$ cat src/rtl/mips_pkg.sv
// Shared MIPS datapath types: register address/data widths and the
// write-back helpers used by the arbiter and its load FIFO.
package mips_pkg;

    localparam int NUM_REGS       = 32;
    localparam int DATA_WIDTH     = 32;
    localparam int REG_ADDR_WIDTH = 5;
    localparam int WB_FIFO_DEPTH  = 2;

    typedef logic [REG_ADDR_WIDTH-1:0] regAddr_t;
    typedef logic [DATA_WIDTH-1:0]     regData_t;
    typedef logic [NUM_REGS-1:0]       regMask_t;

    typedef struct packed {
        regAddr_t addr;
        regData_t data;
    } loadEntry_t;

    typedef enum logic [1:0] {
        WB_SRC_NONE,
        WB_SRC_ALU,
        WB_SRC_LOAD
    } wbSource_t;

    // Register 0 is hardwired to zero, so writes to it are never performed.
    function automatic logic isZeroReg(input regAddr_t r);
        return (r == '0);
    endfunction

    function automatic regMask_t regMask(input regAddr_t r);
        regMask_t m;
        m = '0;
        m[r] = 1'b1;
        return m;
    endfunction

endpackage

$ cat src/rtl/wb_skid_fifo.sv
// Two-entry in-order FIFO that holds accepted load results until the
// write port is free; ready depends only on the registered count.
module wb_skid_fifo
    import mips_pkg::*;
(
    input  logic       clock,
    input  logic       reset_n,
    input  logic       pushValid,
    input  loadEntry_t pushEntry,
    output logic       ready,
    input  logic       pop,
    output logic       headValid,
    output loadEntry_t headEntry
);

    loadEntry_t slots [WB_FIFO_DEPTH];
    logic [1:0] count;
    logic       rdPtr;
    logic       wrPtr;
    logic       doPush;
    logic       doPop;

    // Held low during reset so no load is accepted while the FIFO is being cleared.
    assign ready     = reset_n && (count < 2'(WB_FIFO_DEPTH));
    assign headValid = (count != 2'd0);
    assign headEntry = slots[rdPtr];
    assign doPush    = pushValid && ready;
    assign doPop     = pop && headValid;

    always_ff @(posedge clock or negedge reset_n) begin
        if (!reset_n) begin
            count <= 2'd0;
            rdPtr <= 1'b0;
            wrPtr <= 1'b0;
            for (int i = 0; i < WB_FIFO_DEPTH; i++) begin
                slots[i] <= '0;
            end
        end else begin
            if (doPush) begin
                slots[wrPtr] <= pushEntry;
                wrPtr        <= ~wrPtr;
            end
            if (doPop) begin
                rdPtr <= ~rdPtr;
            end
            unique case ({doPush, doPop})
                2'b10:   count <= count + 2'd1;
                2'b01:   count <= count - 2'd1;
                default: count <= count;
            endcase
        end
    end

endmodule

$ cat src/rtl/wb_arbiter.sv
// Register-file write-back arbiter: ALU results take strict priority over
// queued loads. Define WB_SCOREBOARD_EN to build the pending-write scoreboard.
module wb_arbiter
    import mips_pkg::*;
(
    input  logic        clock,
    input  logic        reset_n,
    input  logic        alu_valid,
    input  logic [4:0]  alu_addr,
    input  logic [31:0] alu_data,
    input  logic        mem_valid,
    output logic        mem_ready,
    input  logic [4:0]  mem_addr,
    input  logic [31:0] mem_data,
    input  logic        issue_valid,
    input  logic [4:0]  issue_addr,
    output logic [31:0] busy,
    output logic        RegWrite,
    output logic [4:0]  WriteAddr,
    output logic [31:0] WriteData
);

    loadEntry_t pushEntry;
    loadEntry_t headEntry;
    logic       headValid;
    logic       fifoPop;
    wbSource_t  winner;
    logic       nextRegWrite;
    regAddr_t   nextWriteAddr;
    regData_t   nextWriteData;

    assign pushEntry = '{addr: mem_addr, data: mem_data};

    wb_skid_fifo loadFifo (
        .clock     (clock),
        .reset_n   (reset_n),
        .pushValid (mem_valid),
        .pushEntry (pushEntry),
        .ready     (mem_ready),
        .pop       (fifoPop),
        .headValid (headValid),
        .headEntry (headEntry)
    );

    always_comb begin
        winner = WB_SRC_NONE;
        if (alu_valid) begin
            winner = WB_SRC_ALU;
        end else if (headValid) begin
            winner = WB_SRC_LOAD;
        end
    end

    assign fifoPop = (winner == WB_SRC_LOAD);

    // A winning item addressed to r0 is consumed but suppresses the strobe.
    always_comb begin
        nextRegWrite  = 1'b0;
        nextWriteAddr = WriteAddr;
        nextWriteData = WriteData;
        unique case (winner)
            WB_SRC_ALU: begin
                nextRegWrite  = !isZeroReg(alu_addr);
                nextWriteAddr = alu_addr;
                nextWriteData = alu_data;
            end
            WB_SRC_LOAD: begin
                nextRegWrite  = !isZeroReg(headEntry.addr);
                nextWriteAddr = headEntry.addr;
                nextWriteData = headEntry.data;
            end
            default: begin
                nextRegWrite = 1'b0;
            end
        endcase
    end

    always_ff @(posedge clock or negedge reset_n) begin
        if (!reset_n) begin
            RegWrite  <= 1'b0;
            WriteAddr <= '0;
            WriteData <= '0;
        end else begin
            RegWrite  <= nextRegWrite;
            WriteAddr <= nextWriteAddr;
            WriteData <= nextWriteData;
        end
    end

`ifdef WB_SCOREBOARD_EN
    regMask_t busyReg;
    regMask_t setMask;
    regMask_t clearMask;

    // The clear uses the write being registered this edge; set wins on a tie.
    always_comb begin
        setMask   = '0;
        clearMask = '0;
        if (issue_valid && !isZeroReg(issue_addr)) begin
            setMask = regMask(issue_addr);
        end
        if (nextRegWrite) begin
            clearMask = regMask(nextWriteAddr);
        end
    end

    always_ff @(posedge clock or negedge reset_n) begin
        if (!reset_n) begin
            busyReg <= '0;
        end else begin
            busyReg <= (busyReg & ~clearMask) | setMask;
        end
    end

    assign busy = busyReg;
`else
    logic unusedIssue;

    assign unusedIssue = ^{issue_valid, issue_addr};
    assign busy        = '0;
`endif

endmodule

$ cat config.mk
export PLATFORM = sky130hd
export DESIGN_NAME = wb_arbiter
export DESIGN_NICKNAME = d
export VERILOG_FILES = /design/src/rtl/mips_pkg.sv /design/src/rtl/wb_skid_fifo.sv /design/src/rtl/wb_arbiter.sv
export SDC_FILE = /design/constraint.sdc
export NUM_CORES = 1
export LEC_CHECK = 0
export BUFFER_PORTS_ARGS = -buffer_cell sky130_fd_sc_hd__buf_2
export CORE_MARGIN = 3
export CORE_UTILIZATION = 56
export DETAILED_ROUTE_END_ITERATION = 10
export HOLD_SLACK_MARGIN = 0.05
export PLACE_DENSITY = 0.84
export SLEW_MARGIN = 10
export SYNTH_ARGS = -nofsm -noshare
export SYNTH_HDL_FRONTEND = slang
export SYNTH_SLANG_ARGS = --single-unit
$ cat constraint.sdc
create_clock -name clock -period 2.3 [get_ports clock]
set_input_delay 0.46 -clock clock [delete_from_list [all_inputs] [get_ports clock]]
set_output_delay 0.46 -clock clock [all_outputs]
set_load 0.005 [all_outputs]
==> results.sh, run 1 <==
export IMPL_drc=0
export IMPL_holdBufCountCts=0
export IMPL_dr_pass1_iters=4
export IMPL_worst_ep_required_time_ns=1.84
export IMPL_finalSetupTns_ns=0
export IMPL_vias=3533
export IMPL_clk_pin_slew_ns=0.06
export IMPL_initial_core_util_pct=58.6
export IMPL_critPathKind="register to output port"
export IMPL_io_pins=155
export IMPL_ant_nets=0
export IMPL_slew_viol_final=0
export IMPL_rsz0062_at_grt="no"
export IMPL_clockBufferDepth=2
export IMPL_ys_top_cells_by_count="116 x dfrtp_1, 81 x mux2_2, 38 x buf_4, 38 x nand2_1, 37 x o21ai_0"
export IMPL_fin_skew_ns=0.00838
export IMPL_syn_area_per_cell_sq_um=13.3
export IMPL_synth_area_top_cells="dfrtp_1 53%, mux2_2 17%, mux2_4 8.2%"
export IMPL_die_w_um=105
export IMPL_row_count=35
export IMPL_clock_sinks=116
export IMPL_cts_repair_resized=0
export IMPL_cts_htree_levels=4
export IMPL_cp_max_fo=5
export IMPL_peakVddDrop_v=0.000755
export IMPL_grt_max_degree=66
export IMPL_holdWs_ns=0.0977
export IMPL_gp_congestion=0.745
export IMPL_fill_cells=654
export IMPL_cts_tree="yes"
export IMPL_clkPwrFrac_pct=28.5
export IMPL_drive_gt1_share_pct=50.0
export IMPL_syn_cell_area_sq_mm=0.00552
export IMPL_max_freq_ghz=0.556
export IMPL_grt_overflow=0
export IMPL_yosysMostFrequentCell="dfrtp_1"
export IMPL_synth_flop_cell="dfrtp_1"
export IMPL_synthArstFlopShare_pct=100
export IMPL_synth_edff_count=0
export IMPL_fin_nets=624
export IMPL_drv_cap=0
export IMPL_worst_slack_ns=0.501
export IMPL_pwr_share_comb_pct=33.3
export IMPL_cts_buffers=17
export IMPL_ys_types=27
export IMPL_setup_violations=0
export IMPL_io_buffers=116
export IMPL_worst_slew_pin_slew_ns=0.800
export IMPL_startpoint_type="register"
export IMPL_ys_warn_count=0
export IMPL_critPathArrivalTime_ns=1.34
export IMPL_power_leakage_nw=3.28
export IMPL_power_internal_mw=6.76
export IMPL_post_cts_setup_buffer_count=0
export IMPL_grt_first_pass_wirelength_um=18900
export IMPL_die_height_um=105
export IMPL_dp_hpwl_um=7890
export IMPL_multi_input_comb_area_sq_mm=0.00236
export IMPL_post_route_period_util_pct=78.2
export IMPL_drt_wl_total_um=11600
export IMPL_r2r_slack_ns=0.65
export IMPL_hold_viol_final=0
export IMPL_detail_route_iter0_violations=113
export IMPL_seq_area_sq_mm=0.00290
export IMPL_layout_min_cycle_time_ns=1.80
export IMPL_ys_ff_latch=116
export IMPL_synth_top_area_share_pct=52.6
export IMPL_slew_headroom_pct=46.6
export IMPL_grt_pass1_vias=3803
export IMPL_viasPerCell=5.19
export IMPL_swShare_pct=28.7
export IMPL_p_seq_share_pct=38.2
export IMPL_wl_per_cell_um=17.1
export IMPL_endpoint_kind="output port"
export IMPL_seq_area_frac_synth_pct=52.6
export IMPL_clk_latency_ns=0.51
export IMPL_dieArea_sq_mm=0.0111
export IMPL_synth_top_cell_by_area="dfrtp_1"
export IMPL_grtUsageTotal_pct=21.7
export IMPL_hold_class="primary input to async pin"
export IMPL_power_density_mw_per_mm2=1410
export IMPL_power_switching_mw=2.72
export IMPL_syn_to_final_growth_pct=22.0
export IMPL_syn_inst=415
export IMPL_antenna_found_initial=0
export IMPL_dp_slack_ns=0.537
export IMPL_diodes=0
export IMPL_total_power_mw=9.48
export IMPL_coreArea_sq_mm=0.00942
export IMPL_run_status="finished clean"
export IMPL_cts_root_buf="clkbuf_8"
[cells by family after synthesis]
group	count (synthesis)	share of synthesized area, %
buf+inv	55	6.85
fa+ha+maj	1	0.227
flops	116	52.6
simple gates	49	4.24
compound gates	41	3.97
xor+xnor	5	0.794
mux	147	31.2
other cells	1	0.0680
[flip-flops by register name, indices dropped and copies added, names as in the netlist]
signal	count
RegWrite	1
WriteAddr	5
WriteData	32
loadFifo.count	2
loadFifo.rdPtr	1
loadFifo.slots	74
loadFifo.wrPtr	1
[cell usage in the layout, fill, tap and decap left out, drive strengths merged, types with 2 or more instances in the layout]
master	instances
buf	128
dfrtp	116
mux2	111
nand2	38
o21ai	37
mux2i	36
conb	32
clkbuf	22
clkinv	5
nor2	5
bufinv	4
xnor2	3
xor2	2
[power by group through the flow]
stage | Combinational (mW) | Clock, mW | Sequential, mW
after floorplan | 2.43 | 0 | 3.45
after global placement | 3.04 | 0 | 3.55
after detailed placement | 3.14 | 0 | 3.63
after CTS | 3.21 | 2.76 | 3.62
after global routing | 3.43 | 2.86 | 3.74
final | 3.16 | 2.70 | 3.62
[metrics by stage]
stage	area, sq um	cells	utilization [%]
4_1_cts	6730	681	71.5
3_5_place_dp	6110	649	64.9
6_report	6730	681	71.5
3_3_place_gp	6110	649	64.9
2_1_floorplan	5630	446	-
5_1_grt	6730	681	71.5
[critical path: stages, from the launching register on]
cell	delay, ns
dfrtp_1	0.47
nor2b_2	0.21
buf_2	0.15
[cell type report]
class | count | area share (%)
flip-flops and latches | 116 | 43.1
clock inverters | 10 | 2.27
well taps | 129 | 2.40
inverters | 1 | 0.0558
multi-input cells | 275 | 35.1
clock buffers | 22 | 6.88
repair buffers | 128 | 10.2
[metal layers]
layer	wire (um)	vias to the layer above	GRT usage [%]
li1	-	1642	-
met1	4770	1756	26.0
met2	5980	123	36.9
met3	761	12	7.72
met4	110	0	6.09
met5	0	-	0
[final timing paths]
kind,from,depth (start not counted),endpoint
max,loadFifo.count[1],2,mem_ready
min,reset_n,2,loadFifo.slots[72]
max reg2reg,loadFifo.count[1],4,loadFifo.slots[11]
min reg2reg,loadFifo.slots[61],1,loadFifo.slots[61]
max in group asynchronous,reset_n,2,loadFifo.slots[57]
min in group clock,alu_data[4],3,WriteData[4]
No activity file was read; power rests on OpenSTA's default activity.
==> run 2: changes to the inputs <==
ABC_AREA = 1   (was unset)
CORE_UTILIZATION = 52   (was 56)
PLACE_DENSITY = 0.79   (was 0.84)
clock period = 1.7 ns   (was 2.3 ns; I/O delays follow)
==> run 2 against run 1 <==
- routed wire length is 11% higher
- sequential power is 32% higher
- sequential share of layout area is 0.16 points lower
- setup slack worse by 0.45 ns
- via count is 31% higher
- die area is 3.8% higher
- non-clock buffer count is 23 higher
- clock power is 36% higher
- first-iteration DRC count grew to 2.9 times the previous value
- power is 28% higher
- critical path type is now primary input to output port
- critical endpoint unchanged
==> results.sh, run 2 <==
export IMPL_fin_skew_ns=0.00757
export IMPL_cts_htree_levels=4
export IMPL_worst_path_largest_cell_delay_ns=0.53
export IMPL_cp_num_buf_inv=4
export IMPL_yosysMostFrequentCell="nand2_1"
export IMPL_r2r_cells=6
export IMPL_cts_root_buf="clkbuf_8"
export IMPL_grt_max_degree=117
export IMPL_grtUsageTotal_pct=23.8
export IMPL_drt_wl_total_um=12800
export IMPL_gp_congestion=0.812
export IMPL_synth_edff_count=0
export IMPL_hold_viol_final=0
export IMPL_io_buffers=116
export IMPL_crit_chain="dlygate4sd3_1, buf_4, inv_1, nor2_4, buf_2"
export IMPL_postLayoutCoreUtil_pct=68.5
export IMPL_fill_cells=813
export IMPL_syn_to_final_growth_pct=26.7
export IMPL_max_freq_ghz=0.608
export IMPL_row_count=36
export IMPL_synth_flop_cell="dfrtp_1"
export IMPL_fin_nets=867
export IMPL_seq_area_frac_synth_pct=54.5
export IMPL_finalSetupTns_ns=0
export IMPL_endpoint_kind="output port"
export IMPL_syn_cell_area_sq_mm=0.00533
export IMPL_crit_family="buffers and inverters"
export IMPL_drive_gt1_share_pct=22.3
export IMPL_dieArea_sq_mm=0.0115
export IMPL_ys_types=27
export IMPL_holdBufCountCts=22
export IMPL_reg2reg_to="loadFifo.count[1]"
export IMPL_ys_warn_count=0
export IMPL_peakVddDrop_v=0.000761
export IMPL_die_height_um=107
export IMPL_clk_pin_slew_ns=0.05
export IMPL_r2r_start="loadFifo.count[1]"
export IMPL_worst_path_max_delay_cell="dlygate4sd3_1"
export IMPL_cts_tree="yes"
export IMPL_ys_top_cells_by_count="246 x nand2_1, 116 x dfrtp_1, 56 x o21ai_1"
export IMPL_synth_area_top_cells="dfrtp_1 54%, nand2_1 17%, o21ai_1 5.3%"
export IMPL_syn_area_per_cell_sq_um=8.24
export IMPL_viasPerCell=4.99
export IMPL_vias=4627
export IMPL_cp_depth=5
export IMPL_power_density_mw_per_mm2=1800
export IMPL_dp_hpwl_um=8210
export IMPL_slew_headroom_pct=58.6
export IMPL_power_leakage_nw=3.66
export IMPL_rsz0062_at_grt="no"
export IMPL_grt_pass1_vias=4491
export IMPL_clock_sinks=116
export IMPL_critPathArrivalTime_ns=1.31
export IMPL_worst_slew_pin_slew_ns=0.621
export IMPL_reg_top3="loadFifo.slots: 74 flops, WriteData: 32 flops, WriteAddr: 5 flops"
export IMPL_detail_route_iter0_violations=324
export IMPL_synthArstFlopShare_pct=100
export IMPL_post_route_period_util_pct=96.8
export IMPL_hold_class="primary input to register"
export IMPL_layout_commonest_cell="nand2_1"
export IMPL_clk_latency_ns=0.52
export IMPL_syn_inst=647
export IMPL_min_from="alu_addr[1]"
export IMPL_die_w_um=107
export IMPL_io_pins=155
export IMPL_clockBufferDepth=2
export IMPL_grt_overflow=0
export IMPL_slew_viol_final=0
export IMPL_largest_reg_flops=74
export IMPL_layout_min_cycle_time_ns=1.65
export IMPL_ys_ff_latch=116
export IMPL_antenna_found_initial=0
export IMPL_grt_first_pass_wirelength_um=21300
export IMPL_worst_ep_required_time_ns=1.36
export IMPL_ant_nets=0
export IMPL_top_register="loadFifo.slots"
export IMPL_run_status="finished clean"
export IMPL_setup_violations=0
export IMPL_synth_top_cell_by_area="dfrtp_1"
export IMPL_min_to="WriteAddr[1]"
export IMPL_cp_max_fo=4
export IMPL_min_delay_path_depth=3
export IMPL_dr_pass1_iters=5
export IMPL_critPathKind="primary input to output port"
export IMPL_post_cts_setup_buffer_count=0
export IMPL_most_common_layout_cells="246 x nand2_1, 116 x dfrtp_1, 115 x buf_2"
export IMPL_drc=0
export IMPL_wl_per_cell_um=13.8
export IMPL_r2r_slack_ns=0.11
export IMPL_cts_buffers=17
export IMPL_cts_repair_resized=0
export IMPL_initial_core_util_pct=54.0
export IMPL_startpoint_type="primary input"
export IMPL_diodes=0
export IMPL_synth_top_area_share_pct=54.5
export IMPL_drv_cap=0
export IMPL_coreArea_sq_mm=0.00986
==> run 2: cell count changes after synthesis, sizes merged, moves of 8 or more <==
cell	previous run	this run
buf	46	59
inv	1	47
mux2	111	0
mux2i	36	0
nand2	38	247
nand3	1	35
nor2	5	27
o211ai	0	8
o21ai	37	77
or2	0	9
==> run 2: cells by family (layout without fill, tap and decap cells) <==
kind of cell	Yosys count	count (layout)	synth area share, %
DFF	116	116	54.5
xor gates and xnor gates	3	3	0.493
other	1	32	0.0704
AOI/OAI and AO/OA	90	90	8.97
buffers and inverters	113	230	11.2
and+or+nand+nor	323	323	24.6
adders and majority gates	1	1	0.235
==> run 2: stage by stage <==
stage               hold WS (ns)  cells  setup WS, ns  area, sq um  power [mW]
finish                    0.0717    928        0.0549         6750        12.1
floorplan                 0.0444    678         0.133         5450        7.14
detailed placement         0.465    874         0.129         5920        8.42
global placement           0.458    874         0.214         5920        8.22
global route              0.0613    928        0.0105         6750        13.1
CTS                       0.0508    928        0.0419         6750        12.2
==> run 2: cell type report <==
type                    count  area (sq um)  share of cell area [%]
flip-flops and latches    116          2900                    43.0
well taps                 133           166                    2.46
repair buffers            151           938                    13.9
clock buffers              22           463                    6.86
inverters                  47           176                    2.61
multi-input cells         449          1950                    28.9
clock inverters            10           153                    2.26
==> run 2: report_power, final <==
part           switching (mW)  internal [mW]
clock network            1.20           2.48
logic                    2.16           1.53
registers               0.712           4.06
==> run 2: worst register-to-register path, cell delays in order (launching register included) <==
cell     delay (ns)
dfrtp_1        0.46
nor2_4         0.19
nand2_1        0.11
ha_1           0.32
a21oi_1        0.17
nand2_1        0.09
xnor2_1        0.14
==> run 2: per-layer routing <==
metal / up-vias / wire length [um] / global-route usage (%)
li1: 2239 / - / -
met1: 2150 / 5480 / 31.5
met2: 202 / 6110 / 37.4
met3: 36 / 879 / 5.78
met4: 0 / 384 / 10.6
met5: - / 0 / 0
==> run 2: worst max-delay path by stage <==
stage | from | end | slack, ns
after floorplan | loadFifo.count[1] | loadFifo.count[1] | 0.13
after global placement | reset_n | loadFifo.count[1] | 0.21
after detailed placement | reset_n | loadFifo.count[1] | 0.13
after CTS | loadFifo.count[1] | mem_ready | 0.04
after global routing | reset_n | mem_ready | 0.01
final | reset_n | mem_ready | 0.05
